--- src/rtl/mem_arbiter.sv ---
// mem_arbiter
// Shares one single-port memory between an instruction-fetch port and a
// data-memory port. Only one access is outstanding at a time. Data requests
// normally win arbitration. A fetch-loss counter makes sure fetch is not
// starved: once fetch has lost STARVE times in a row, fetch wins the next
// arbitration.
//
// Ports
//   clock, reset            : clock and asynchronous active-high reset
//   if_req/if_addr          : fetch read request (level-held until if_valid)
//   if_rdata/if_valid       : fetch read data and its one-cycle completion pulse
//   dm_req/dm_we/dm_addr/dm_wdata : data request (level-held until dm_valid)
//   dm_rdata/dm_valid       : data read result and its one-cycle completion pulse
//   mem_en/mem_we/mem_addr/mem_wdata : memory strobe, write enable, address, write data
//   mem_rdata               : memory read data, valid LAT cycles after mem_en
//   stall                   : pipeline freeze while any request is still unanswered
module mem_arbiter #(
  parameter int AW     = 8,
  parameter int LAT    = 2,
  parameter int STARVE = 4
) (
  input  logic          clock,
  input  logic          reset,
  input  logic          if_req,
  input  logic [AW-1:0] if_addr,
  output logic [31:0]   if_rdata,
  output logic          if_valid,
  input  logic          dm_req,
  input  logic          dm_we,
  input  logic [AW-1:0] dm_addr,
  input  logic [31:0]   dm_wdata,
  output logic [31:0]   dm_rdata,
  output logic          dm_valid,
  output logic          mem_en,
  output logic          mem_we,
  output logic [AW-1:0] mem_addr,
  output logic [31:0]   mem_wdata,
  input  logic [31:0]   mem_rdata,
  output logic          stall
);

  localparam int SW = (STARVE < 1) ? 1 : $clog2(STARVE + 1);

  typedef enum logic [1:0] {
    IDLE  = 2'd0,
    ISSUE = 2'd1,
    WAIT  = 2'd2
  } state_t;

  state_t state, state_next;

  logic          grant;
  logic          grant_dm;
  logic          read_done;
  logic          any_valid;
  logic          sel_dm;
  logic          sel_we;
  logic [AW-1:0] sel_addr;
  logic [31:0]   sel_wdata;
  logic [SW-1:0] loss_cnt;
  logic [2:0]    wait_cnt;

  // While a valid pulse is out, the completing requester still holds its req.
  // Arbitration simply pauses for that cycle so a stale req is never granted
  // and the loss counter only sees genuinely competing requests.
  assign any_valid = if_valid | dm_valid;
  assign stall     = (if_req & ~if_valid) | (dm_req & ~dm_valid);

  // State register
  always_ff @(posedge clock or posedge reset) begin
    if (reset) begin
      state <= IDLE;
    end else begin
      state <= state_next;
    end
  end

  // Next-state logic, grant decision and memory strobe outputs
  always_comb begin
    state_next = state;
    grant      = 1'b0;
    grant_dm   = 1'b0;
    read_done  = 1'b0;
    mem_en     = 1'b0;
    mem_we     = 1'b0;
    mem_addr   = '0;
    mem_wdata  = '0;
    case (state)
      IDLE: begin
        if (!any_valid && (if_req || dm_req)) begin
          grant      = 1'b1;
          // Data wins unless fetch is waiting and has hit the starvation limit.
          grant_dm   = dm_req && !(if_req && (loss_cnt == SW'(STARVE)));
          state_next = ISSUE;
        end
      end
      ISSUE: begin
        mem_en     = 1'b1;
        mem_we     = sel_we;
        mem_addr   = sel_addr;
        mem_wdata  = sel_wdata;
        state_next = sel_we ? IDLE : WAIT;
      end
      WAIT: begin
        if (wait_cnt == 3'(LAT)) begin
          read_done  = 1'b1;
          state_next = IDLE;
        end
      end
      default: state_next = IDLE;
    endcase
  end

  // Latched request, fetch-loss counter, latency counter and return data
  always_ff @(posedge clock or posedge reset) begin
    if (reset) begin
      sel_dm    <= 1'b0;
      sel_we    <= 1'b0;
      sel_addr  <= '0;
      sel_wdata <= '0;
      loss_cnt  <= '0;
      wait_cnt  <= '0;
      if_rdata  <= '0;
      dm_rdata  <= '0;
      if_valid  <= 1'b0;
      dm_valid  <= 1'b0;
    end else begin
      if_valid <= 1'b0;
      dm_valid <= 1'b0;

      if (grant) begin
        sel_dm    <= grant_dm;
        sel_we    <= grant_dm & dm_we;
        sel_addr  <= grant_dm ? dm_addr : if_addr;
        sel_wdata <= grant_dm ? dm_wdata : '0;
        if (!grant_dm) begin
          loss_cnt <= '0;
        end else if (if_req && (loss_cnt != SW'(STARVE))) begin
          loss_cnt <= loss_cnt + SW'(1);
        end
      end

      // Writes complete right after the strobe; only the data port writes.
      if (state == ISSUE && sel_we) begin
        dm_valid <= 1'b1;
      end

      if (state == ISSUE && !sel_we) begin
        wait_cnt <= 3'd1;
      end else if (state == WAIT) begin
        wait_cnt <= read_done ? 3'd0 : wait_cnt + 3'd1;
      end

      if (read_done) begin
        if (sel_dm) begin
          dm_rdata <= mem_rdata;
          dm_valid <= 1'b1;
        end else begin
          if_rdata <= mem_rdata;
          if_valid <= 1'b1;
        end
      end
    end
  end

endmodule

--- config.mk ---
export PLATFORM = sky130hd
export DESIGN_NAME = mem_arbiter
export DESIGN_NICKNAME = d
export VERILOG_FILES = /design/src/rtl/mem_arbiter.sv
export SDC_FILE = /design/constraint.sdc
export NUM_CORES = 1
export LEC_CHECK = 0
export CAP_MARGIN = 20
export CORE_MARGIN = 5
export CORE_UTILIZATION = 44
export CTS_CLUSTER_DIAMETER = 200
export CTS_CLUSTER_SIZE = 24
export DETAILED_ROUTE_END_ITERATION = 10
export DONT_BUFFER_PORTS = 1
export HOLD_SLACK_MARGIN = 0.02
export PLACE_DENSITY_LB_ADDON = 0.1
export SKIP_CTS_REPAIR_TIMING = 1
export SLEW_MARGIN = 20
export SYNTH_ARGS = -nofsm -noshare
export SYNTH_HDL_FRONTEND = slang
export SYNTH_SLANG_ARGS = --single-unit
--- constraint.sdc ---
create_clock -name clock -period 4.8 [get_ports clock]
set_input_delay 0.96 -clock clock [delete_from_list [all_inputs] [get_ports clock]]
set_output_delay 0.96 -clock clock [all_outputs]
set_load 0.05 [all_outputs]
==> run summary <==
Status = finished, final reports clean
Total clock sinks = 116
Rows = 38
GR Overflow Total = 0
Root buf cell = clkbuf_8
Crit share post-route = 73.21%
Overall Global Routing Usage = 16.14%
CP Buf/Inv Count = 2
Distinct cell type count after synthesis = 38
Synthesized area = 0.004857 sq mm
Fillers = 950
Routed WL per cell = 20.84 microns
Reg2Reg Depth = 3
Number of port buffers = 0
TNS Setup = 0 ps
Crit path cell chain = or2b_1 -> inv_1 -> buf_4 -> and2_1
Startpoint Class = flip-flop
Syn. warnings = 0
Cells after Synth = 348
Final min period = 3514 ps
Final wirelength = 10.40 mm
CP Capture Type = output pin
Most frequent cells in the layout = dfrtp_1, mux2_1, and2_1
Vias in the first global route = 3040
Yosys reg bits = 116
Commonest non-fill, non-tap cell in the layout = dfrtp_1
Worst-Skew Late Latency = 500 ps
Most area-consuming cells after synthesis = dfrtp_1, mux2_1, a22o_1
Layout area overhead = 12.85%
# diodes = 0
I/O Pins = 194
Core Area = 0.01084 sq mm
TritonCTS clock tree = built
Worst-path fanout max = 25
Post-route ant nets = 0
WS Path Type = flip-flop to output pin
Via count = 2773
Reg clk slew, reported paths = 50 ps
Clock skew = 6.653 ps
Slowest cell delay on critical path = 490 ps
DR iter-0 viols = 136
Hold path cells = 1
Pins Over Slew Limit = 0
Post-layout util = 50.57%
First-pass GRT wire length = 16.55 mm
Die area = 0.01324 sq mm
FMAX = 284.6 MHz
Stages on the worst setup path = 4
Antenna violations before repair = 0
Register Area = 0.002903 sq mm
Synth top area share = 59.76%
Worst endpoint required time = 3840 ps
Seq/Total Area, Yosys = 59.76%
Maximum number of pins on one net before global-route repair = 74
Top delay family on crit path = buffers and inverters
Synthesized area per cell = 13.96 sq um
Rel. slew slack = 26.42%
Dominant cell type by area after synthesis = dfrtp_1
First-pass DRT Iterations = 4
Reg-to-reg slack, setup = 2480 ps
Worst Tran Pin Value = 1120 ps
RSZ-0062 raised after global routing = no
DR DRC count = 0
Final HPWL from detailed placement = 7.247 mm
Vias per cell = 5.557
RePlAce Congestion = 0.7580
Slowest-stage cell, CP = and2_1
H-tree Lvls = 4
Worst EP arrival = 2550 ps
Hold Fails Final Rpt = 0
Number of buffers created by CTS = 17
Nets = 437
Die X = 115.1 microns
Syn_nets = 437
DIE HEIGHT = 115.1 microns
Layout cells sized above 1 = 11.98%
Starting Density = 44.81%
Hold Crit Class = flip-flop to flip-flop
CTS Buffer Depth = 2
Max-Cap Viols = 0
Multi-input logic area = 0.001769 sq mm
Final setup viols = 0
[kinds of logic after synthesis]
| group | share of synthesized area (%) |
|---|---|
| AND/OR/NAND/NOR | 8.192 |
| AO/OA/AOI/OAI | 12.37 |
| buffers and inverters | 3.813 |
| adder cells (fa/ha/maj) | 1.030 |
| flip-flops | 59.76 |
| multiplexers | 14.84 |
[synthesized netlist by cell type]
cell / count
a21boi_0: 8
a21o_1: 1
a21oi_1: 2
a22o_1: 33
a311o_1: 8
a41o_1: 1
and2_1: 41
and3_1: 1
and4bb_1: 1
buf_2: 10
buf_6: 7
clkbuf_1: 7
clkinv_1: 1
dfrtp_1: 116
ha_1: 4
inv_1: 7
mux2_1: 61
mux2_2: 3
nand2_1: 2
nand2b_1: 3
nand3_1: 2
nand3b_1: 2
nand4_1: 1
nand4b_1: 1
nand4b_2: 1
nor2_1: 1
nor2b_1: 1
nor4_2: 1
o211ai_1: 1
o21ai_0: 4
o21ai_2: 1
o221ai_1: 1
o22a_1: 8
o22ai_1: 2
o311ai_1: 1
o31ai_1: 1
or2b_1: 1
or4_4: 1
[worst reg2reg max path, cell delays in order, from the launching register on]
cell and delay [ps]:
dfrtp_1 410, nor2b_1 440, and4bb_2 950, mux2_1 400
[stage by stage]
stage | setup slack [ps] | cell area, sq um | instances | hold WS, ps
3_5_place_dp | 1761 | 4917 | 469 | 483.4
6_report | 1286 | 5482 | 499 | 496.7
3_3_place_gp | 1835 | 4917 | 469 | 479.4
5_1_grt | 1123 | 5482 | 499 | 512.9
2_1_floorplan | 767.6 | 4857 | 348 | 464.4
4_1_cts | 1211 | 5482 | 499 | 499.4
[registers in the layout, indices dropped and copies added, names as in the netlist]
signal	flops
wait_cnt	3
if_rdata	32
sel_wdata	32
if_valid	1
loss_cnt	3
dm_rdata	32
dm_valid	1
sel_dm	1
sel_addr	8
sel_we	1
state	2
[worst paths after layout]
| check | start | end |
|---|---|---|
| max reg2reg | state[1] | if_rdata[1] |
| min | sel_wdata[19] | sel_wdata[19] |
| max in group asynchronous | reset | dm_rdata[12] |
| min reg2reg | sel_wdata[19] | sel_wdata[19] |
| max | state[0] | mem_wdata[1] |
| min in group asynchronous | reset | dm_rdata[9] |
[area by class of cell]
cell class	count	area share, %
Sequential cell	116	52.96
Clock buffer	21	8.377
Tap cell	140	3.196
Inverter	8	0.5935
Multi-Input combinational cell	200	32.28
Timing Repair Buffer	5	0.6848
Clock inverter	9	1.917
[layer usage]
metal  part of all wire (%)  global-route usage, %  wire [microns]  vias up
li1                       -                      -               -     1261
met1                     39                  19.84            4087     1379
met2                     48                  24.58            4988      125
met3                     12                  8.632            1232        8
met4                   0.85                  5.164              88        0
met5                      0                      0               0        -
Power is not shown: default switching activity piles up to over one toggle a cycle in this logic, so the estimate is an artifact.
